## src/rtl/alu_seq_flags.sv

```systemverilog
// N-bit sequential ALU: registered result and NZCV flags, valid/ready handshake on both sides,
// and an LSB-first shift-add multiplier that takes N cycles.
module alu_seq_flags #(
    parameter int unsigned N = 8
) (
    input  logic         clk,
    input  logic         reset,
    input  logic         in_valid,
    output logic         in_ready,
    input  logic [N-1:0] a,
    input  logic [N-1:0] b,
    input  logic [2:0]   op,
    input  logic         set_flags,
    output logic         out_valid,
    input  logic         out_ready,
    output logic [N-1:0] result,
    output logic [3:0]   flags
);

    localparam int unsigned CntW = $clog2(N);
    localparam logic [CntW-1:0] LastIter = CntW'(N - 1);

    localparam logic [2:0] OpAdd = 3'b000;
    localparam logic [2:0] OpSub = 3'b001;
    localparam logic [2:0] OpAnd = 3'b010;
    localparam logic [2:0] OpOr  = 3'b011;
    localparam logic [2:0] OpAdc = 3'b100;
    localparam logic [2:0] OpSbc = 3'b101;
    localparam logic [2:0] OpXor = 3'b110;
    localparam logic [2:0] OpMul = 3'b111;

    typedef enum logic [1:0] {
        StIdle,
        StMul,
        StDone
    } state_e;

    state_e          state_q, state_d;
    logic [N-1:0]    result_q, result_d;
    logic [3:0]      flags_q, flags_d;
    logic [N-1:0]    acc_q, acc_d;
    logic [N-1:0]    mcand_q, mcand_d;
    logic [N-1:0]    mplier_q, mplier_d;
    logic [CntW-1:0] cnt_q, cnt_d;
    logic            sf_q, sf_d;

    // Single-cycle datapath, evaluated on the live inputs at accept
    logic [N-1:0] op_b;
    logic         cin;
    logic [N:0]   sum;
    logic         is_arith;
    logic [N-1:0] alu_res;
    logic         alu_c;
    logic         alu_v;

    always_comb begin
        op_b     = b;
        cin      = 1'b0;
        is_arith = 1'b0;
        case (op)
            OpAdd: begin
                is_arith = 1'b1;
            end
            OpSub: begin
                op_b     = ~b;
                cin      = 1'b1;
                is_arith = 1'b1;
            end
            OpAdc: begin
                cin      = flags_q[1];
                is_arith = 1'b1;
            end
            OpSbc: begin
                op_b     = ~b;
                cin      = flags_q[1];
                is_arith = 1'b1;
            end
            default: ;
        endcase

        sum   = {1'b0, a} + {1'b0, op_b} + {{N{1'b0}}, cin};
        alu_c = sum[N];
        alu_v = (a[N-1] == op_b[N-1]) && (sum[N-1] != a[N-1]);

        case (op)
            OpAnd:   alu_res = a & b;
            OpOr:    alu_res = a | b;
            OpXor:   alu_res = a ^ b;
            default: alu_res = sum[N-1:0];
        endcase
    end

    logic [N-1:0] mul_acc_next;

    always_comb begin
        mul_acc_next = mplier_q[0] ? (acc_q + mcand_q) : acc_q;
    end

    always_comb begin
        state_d  = state_q;
        result_d = result_q;
        flags_d  = flags_q;
        acc_d    = acc_q;
        mcand_d  = mcand_q;
        mplier_d = mplier_q;
        cnt_d    = cnt_q;
        sf_d     = sf_q;

        unique case (state_q)
            StIdle: begin
                if (in_valid) begin
                    if (op == OpMul) begin
                        state_d  = StMul;
                        acc_d    = '0;
                        mcand_d  = a;
                        mplier_d = b;
                        cnt_d    = '0;
                        sf_d     = set_flags;
                    end else begin
                        state_d  = StDone;
                        result_d = alu_res;
                        if (set_flags) begin
                            flags_d[3] = alu_res[N-1];
                            flags_d[2] = (alu_res == '0);
                            if (is_arith) begin
                                flags_d[1] = alu_c;
                                flags_d[0] = alu_v;
                            end
                        end
                    end
                end
            end
            StMul: begin
                acc_d    = mul_acc_next;
                mcand_d  = mcand_q << 1;
                mplier_d = mplier_q >> 1;
                cnt_d    = cnt_q + 1'b1;
                if (cnt_q == LastIter) begin
                    // Last partial product: publish result; C and V are left alone
                    state_d  = StDone;
                    result_d = mul_acc_next;
                    cnt_d    = '0;
                    if (sf_q) begin
                        flags_d[3] = mul_acc_next[N-1];
                        flags_d[2] = (mul_acc_next == '0);
                    end
                end
            end
            StDone: begin
                if (out_ready) begin
                    state_d = StIdle;
                end
            end
            default: begin
                state_d = StIdle;
            end
        endcase
    end

    always_ff @(posedge clk) begin
        if (reset) begin
            state_q  <= StIdle;
            result_q <= '0;
            flags_q  <= 4'b0000;
            acc_q    <= '0;
            mcand_q  <= '0;
            mplier_q <= '0;
            cnt_q    <= '0;
            sf_q     <= 1'b0;
        end else begin
            state_q  <= state_d;
            result_q <= result_d;
            flags_q  <= flags_d;
            acc_q    <= acc_d;
            mcand_q  <= mcand_d;
            mplier_q <= mplier_d;
            cnt_q    <= cnt_d;
            sf_q     <= sf_d;
        end
    end

    assign in_ready  = (state_q == StIdle) && !reset;
    assign out_valid = (state_q == StDone);
    assign result    = result_q;
    assign flags     = flags_q;

endmodule

```

## config.mk

```make
export PLATFORM = sky130hd
export DESIGN_NAME = alu_seq_flags
export DESIGN_NICKNAME = d
export VERILOG_FILES = /design/src/rtl/alu_seq_flags.sv
export SDC_FILE = /design/constraint.sdc
export NUM_CORES = 1
export LEC_CHECK = 0
export CORE_MARGIN = 2
export CORE_UTILIZATION = 35
export DETAILED_ROUTE_END_ITERATION = 7
export PLACE_DENSITY_LB_ADDON = 0.15
export SYNTH_ARGS = -nofsm -noshare
export SYNTH_HDL_FRONTEND = slang
export SYNTH_SLANG_ARGS = --single-unit
```

## constraint.sdc

```tcl
create_clock -name clk -period 4.69 [get_ports clk]
set_clock_uncertainty 0.15 [all_clocks]
set_input_delay 0.938 -clock clk [delete_from_list [all_inputs] [get_ports clk]]
set_output_delay 0.938 -clock clk [all_outputs]
set_load 0.02 [all_outputs]
```

==> results.sh, run 1 <==
export IMPL_async_reset_ff_frac=0
export IMPL_holdWs_ns=0.314
export IMPL_num_antenna_cells=0
export IMPL_hpwlAfterDp_um=6820
export IMPL_fin_setup_tns_ns=0
export IMPL_cts_sinks=42
export IMPL_synth_most_common_cell="nand2_1"
export IMPL_seq_area_frac_synth=0.255
export IMPL_slew_headroom=0.375
export IMPL_pwr_share_comb=0.306
export IMPL_placed_cell_area_um2=3770
export IMPL_die_y_um=101
export IMPL_ir_worst_vdd_mv=0.123
export IMPL_place_ws_ns=0.541
export IMPL_fin_ws_ns=0.833
export IMPL_grt_max_degree=45
export IMPL_vias=3084
export IMPL_r2r_slack_ns=1.85
export IMPL_cp_arrival_ns=3.89
export IMPL_fin_nets=507
export IMPL_worstSetupEndpointType="register"
export IMPL_ctsHoldBuffers=0
export IMPL_fin_total_pwr_w=0.000980
export IMPL_portBuffers=37
export IMPL_clk_pin_slew_ns=0.08
export IMPL_grt_use_total=0.182
export IMPL_post_route_period_util=0.822
export IMPL_tightest_slew_ns=0.937
export IMPL_clock_latency_ns=0.29
export IMPL_pwr_share_seq=0.400
export IMPL_setup_viol=0
export IMPL_globalplace_congestion=0.919
export IMPL_pwr_share_clk=0.293
export IMPL_final_area_um2=3880
export IMPL_drt_vias_per_instance=5.51
export IMPL_cts_tree="yes"
export IMPL_status="complete, no violations"
export IMPL_cp_common_cell="fa_1"
export IMPL_cpPeakStageDelay_ns=0.47
export IMPL_cts_resized=0
export IMPL_ant_nets=0
export IMPL_maxCapViolations=0
export IMPL_critPathMaxFanout=12
export IMPL_synth_top_area_cell="dfxtp_1"
export IMPL_root_buffer="clkbuf_8"
export IMPL_drc=0
export IMPL_initial_core_util=0.358
export IMPL_coreArea_um2=9200
export IMPL_synth_commonest_cells="52 x nand2_1, 50 x nor2_1, 42 x dfxtp_1"
export IMPL_dr_pass1_iters=4
export IMPL_die_x_um=101
export IMPL_path_class="in -> reg"
export IMPL_synth_cell_types=59
export IMPL_synth_area_um2=3290
export IMPL_cts_buffer_depth=2
export IMPL_htree_num_levels=2
export IMPL_leakagePower_nw=1.58
export IMPL_drtIter0Drc=127
export IMPL_slew_violations=0
export IMPL_hold_violations=0
export IMPL_syn_area_per_cell_um2=7.83
export IMPL_synth_top_area_frac=0.255
export IMPL_p_per_area_nw_per_um2=253
export IMPL_rsz0062_at_grt="false"
export IMPL_synth_edf_count=0
export IMPL_grt_pass1_wl_um=14800
export IMPL_grt_antenna_before_repair=0
export IMPL_dieArea_um2=10200
export IMPL_switching_share=0.320
export IMPL_cts_buffers=5
export IMPL_critPathLaunchType="input port"
export IMPL_ys_warn_count=0
export IMPL_p_switching_w=0.000314
export IMPL_intPower_w=0.000667
export IMPL_syn_num_nets=480
export IMPL_area_delta_synth_final_pct=17.8
export IMPL_hold_class="reg -> reg"
export IMPL_yosys_register_bits=42
export IMPL_overflow=0
export IMPL_io_pins=38
export IMPL_path_cells="clkdlybuf4s50_1 > buf_4 > nand2b_1 > xnor2_1 > fa_1 > fa_1 > a21o_1 > a21oi_1 > nor2b_1 > mux2i_1 > a31oi_1 > a41oi_1 > o31ai_1"
export IMPL_cp_slowest_cell="clkdlybuf4s50_1"
export IMPL_synthFlopType="dfxtp_1"
export IMPL_drive_above_1_share=0.0824
export IMPL_wl_per_cell_um=15.9
export IMPL_period_minus_slack_ns=3.86
export IMPL_routed_wl_um=8930
export IMPL_row_count=35
export IMPL_synthCells=421
export IMPL_cts_setup_buffers=0
export IMPL_cp_required_ns=4.72
export IMPL_fmaxAchievable_mhz=259
export IMPL_grt_pass1_vias=2855
export IMPL_synth_area_leaders="dfxtp_1 26%, ha_1 12%, nand2_1 5.9%, nor2_1 5.7%, a311oi_1 5.1%"
-- worst max-delay path: cells and delay by family --
kind / cells / cell delay, ns
buffers and inverters: 2 / 0.64
xor gates and xnor gates: 1 / 0.15
AOI/OAI and AO/OA: 5 / 0.86
and+or+nand+nor: 2 / 0.21
adders and majority gates: 2 / 0.88
muxes: 1 / 0.21
-- cells in the final DEF, fill, tap and decap left out, types with 3 or more instances in the layout --
| master | n |
|---|---|
| nand2_1 | 52 |
| nor2_1 | 49 |
| dfxtp_1 | 42 |
| clkdlybuf4s50_1 | 37 |
| ha_1 | 32 |
| a21oi_1 | 24 |
| inv_1 | 22 |
| o21ai_0 | 19 |
| a311oi_1 | 19 |
| xnor2_1 | 12 |
| buf_4 | 10 |
| nor3_1 | 9 |
| mux2_2 | 8 |
| a211oi_1 | 8 |
| a22oi_1 | 7 |
| nor2b_1 | 6 |
| nand2b_1 | 5 |
| nand3_1 | 5 |
| mux2i_1 | 5 |
| a21o_1 | 5 |
| clkbuf_8 | 5 |
| o2bb2ai_1 | 4 |
| o211ai_1 | 4 |
| and3_1 | 3 |
| a31oi_1 | 3 |
| or3_1 | 3 |
| fa_1 | 3 |
-- metrics by stage --
stage          cells   util
6_report         560  0.422
5_1_grt          560  0.422
4_1_cts          560  0.422
3_5_place_dp     552  0.410
3_3_place_gp     552  0.410
2_1_floorplan    421      -
-- area by class of cell --
| cell class | count | area [um^2] |
|---|---|---|
| inverter | 22 | 82.6 |
| sequential | 42 | 841 |
| fill | 951 | 5320 |
| clock buffer | 5 | 68.8 |
| tap | 111 | 139 |
| multi-input combinational | 330 | 2260 |
| timing repair buffer | 47 | 445 |
| clock inverter | 3 | 40.0 |
-- flip-flops by register name (all words and copies together), names as in the netlist --
name / count
acc_q: 8
cnt_q: 3
flags: 4
mcand_q: 8
mplier_q: 8
result: 8
sf_q: 1
state_q: 2
-- power by group through the flow --
stage               Combinational [W]  Sequential, W  Clock (W)
global route                 0.000331       0.000395   0.000309
CTS                          0.000301       0.000393   0.000294
detailed placement           0.000299       0.000401          0
floorplan                    0.000189       0.000404          0
global placement             0.000298       0.000401          0
finish                       0.000300       0.000392   0.000288
-- per-layer routing --
metal,wire length [um],share of wire,up-vias,track usage
li1,-,-,1565,-
met1,4410,0.49,1456,0.258
met2,4080,0.46,51,0.285
met5,0,0,-,0
met3,225,0.025,12,0.0215
met4,208,0.023,0,0.0665
-- worst paths after layout --
kind	start	end	cells after the start
worst max-delay path	op[0]	flags[2]	13
worst min-delay path	acc_q[7]	acc_q[7]	2
worst max register to register	flags[1]	flags[2]	11
worst min register to register	acc_q[7]	acc_q[7]	2
-- cells by family (layout without fill, tap and decap cells) --
family / after synthesis / count (layout) / synth area share
AOI/OAI and AO/OA: 114 / 114 / 0.245
xor gates and xnor gates: 14 / 14 / 0.0372
adders and majority gates: 35 / 35 / 0.140
buffers and inverters: 49 / 77 / 0.0581
DFF: 42 / 42 / 0.255
muxes: 13 / 13 / 0.0425
and+or+nand+nor: 154 / 154 / 0.222
Note: power is estimated with default switching activity, not from simulation.
==> run 2, diff against run 1 <==
==> constraint.sdc (replaced) <==
create_clock -name clk -period 3.8 [get_ports clk]
set_clock_uncertainty 0.15 [all_clocks]
set_input_delay 0.76 -clock clk [delete_from_list [all_inputs] [get_ports clk]]
set_output_delay 0.76 -clock clk [all_outputs]
set_load 0.02 [all_outputs]
==> results.sh, run 2 (synthesis results as in run 1) <==
export IMPL_ctsHoldBuffers=0
export IMPL_cts_sinks=42
export IMPL_cpPeakStageDelay_ns=0.53
export IMPL_fmaxAchievable_mhz=280
export IMPL_final_common_cell="nand2_1"
export IMPL_cts_resized=0
export IMPL_ir_worst_vdd_mv=0.132
export IMPL_critPathMaxFanout=4
export IMPL_coreArea_um2=9200
export IMPL_pwr_share_comb=0.326
export IMPL_status="complete, no violations"
export IMPL_path_cells="clkdlybuf4s50_1 > nand2b_1 > xnor2_1 > fa_1 > fa_1 > a21o_1 > a21oi_1 > nor2b_1 > mux2i_1 > a31oi_1 > a41oi_1 > o31ai_1"
export IMPL_final_cell_mix="52 x nand2_1, 49 x nor2_1, 42 x dfxtp_1, 37 x clkdlybuf4s50_1, 32 x ha_1"
export IMPL_slew_violations=0
export IMPL_globalplace_congestion=0.850
export IMPL_placed_cells=561
export IMPL_leakagePower_nw=1.61
export IMPL_cts_buffers=5
export IMPL_fin_nets=516
export IMPL_critPathLaunchType="input port"
export IMPL_num_antenna_cells=0
export IMPL_post_route_period_util=0.939
export IMPL_maxCapViolations=0
export IMPL_io_pins=38
export IMPL_cts_buffer_depth=2
export IMPL_hold_class="reg -> reg"
export IMPL_drtIter0Drc=155
export IMPL_hold_violations=0
export IMPL_intPower_w=0.000786
export IMPL_grt_use_total=0.186
export IMPL_grt_pass1_wl_um=15000
export IMPL_multi_input_area_um2=2260
export IMPL_grt_pass1_vias=2975
export IMPL_cp_required_ns=3.83
export IMPL_pwr_share_seq=0.415
export IMPL_clock_latency_ns=0.29
export IMPL_root_buffer="clkbuf_8"
export IMPL_crit_buf_inv=1
export IMPL_path_depth=12
export IMPL_drt_vias_per_instance=5.49
export IMPL_period_minus_slack_ns=3.57
export IMPL_fillCellCount=940
export IMPL_place_ws_ns=-0.0282
export IMPL_regArea_um2=841
export IMPL_drc=0
export IMPL_final_cells=569
export IMPL_die_y_um=101
export IMPL_row_count=35
export IMPL_cp_slowest_cell="clkdlybuf4s50_1"
export IMPL_fin_total_pwr_w=0.00117
export IMPL_cts_setup_buffers=0
export IMPL_routed_wl_um=9110
export IMPL_htree_num_levels=2
export IMPL_grt_antenna_before_repair=0
export IMPL_final_area_um2=3930
export IMPL_path_delay_family="adder cells"
export IMPL_portBuffers=37
export IMPL_hold_path_depth=2
export IMPL_cp_arrival_ns=3.60
export IMPL_p_switching_w=0.000384
export IMPL_ant_nets=0
export IMPL_initial_core_util=0.358
export IMPL_pwr_share_clk=0.260
export IMPL_cp_common_cell="fa_1"
export IMPL_clk_pin_slew_ns=0.08
export IMPL_dieArea_um2=10200
export IMPL_dr_pass1_iters=4
export IMPL_rsz0062_at_grt="false"
export IMPL_setup_viol=0
export IMPL_placed_cell_area_um2=3840
export IMPL_grt_max_degree=45
export IMPL_drive_above_1_share=0.0983
export IMPL_vias=3124
export IMPL_switching_share=0.329
export IMPL_die_x_um=101
export IMPL_p_per_area_nw_per_um2=298
export IMPL_worstSetupEndpointType="register"
export IMPL_tightest_slew_ns=0.624
export IMPL_path_class="in -> reg"
export IMPL_area_delta_synth_final_pct=19.3
export IMPL_fin_ws_ns=0.232
export IMPL_slew_headroom=0.584
export IMPL_reg2reg_depth=11
export IMPL_hpwlAfterDp_um=6980
export IMPL_wl_per_cell_um=16.0
export IMPL_cts_tree="yes"
export IMPL_overflow=0
## run 2: metrics by stage
stage	TNS [ns]	util	hold slack [ns]
2_1_floorplan	0	-	0.282
3_3_place_gp	0	0.418	0.294
3_5_place_dp	-0.0546	0.418	0.300
4_1_cts	0	0.427	0.312
5_1_grt	0	0.427	0.342
6_report	0	0.427	0.308
## run 2: layout make-up
type	instances	area share
clock buffers	7	0.0220
clock inverters	1	0.00127
inverters	22	0.0210
multi-input cells	330	0.576
flip-flops and latches	42	0.214
well taps	111	0.0353
repair buffers	56	0.130
## run 2: power by group through the flow
| stage | clock network (W) | logic (W) | registers [W] |
|---|---|---|---|
| global route | 0.000330 | 0.000424 | 0.000490 |
| floorplan | 0 | 0.000234 | 0.000498 |
| CTS | 0.000311 | 0.000383 | 0.000485 |
| detailed placement | 0 | 0.000381 | 0.000496 |
| global placement | 0 | 0.000377 | 0.000496 |
| finish | 0.000304 | 0.000381 | 0.000485 |
## run 2: tightest hold or removal path, stage by stage (launching register included)
cell	delay, ns
dfxtp_1	0.32
nand2_1	0.05
a21oi_1	0.05
## run 2: path summary, 6_finish.rpt
check,startpoint,to,slack (ns)
setup / recovery,op[0],flags[2],0.23
hold / removal,mplier_q[7],mplier_q[7],0.31
setup reg to reg,flags[1],flags[2],0.97
hold reg to reg,mplier_q[7],mplier_q[7],0.31
## run 2: layer usage
| layer | vias to the layer above | part of all wire | global-route usage |
|---|---|---|---|
| met3 | 4 | 0.023 | 0.0146 |
| met5 | - | 0 | 0 |
| met4 | 0 | 0.0064 | 0.0374 |
| met2 | 45 | 0.48 | 0.308 |
| li1 | 1587 | - | - |
| met1 | 1488 | 0.49 | 0.267 |
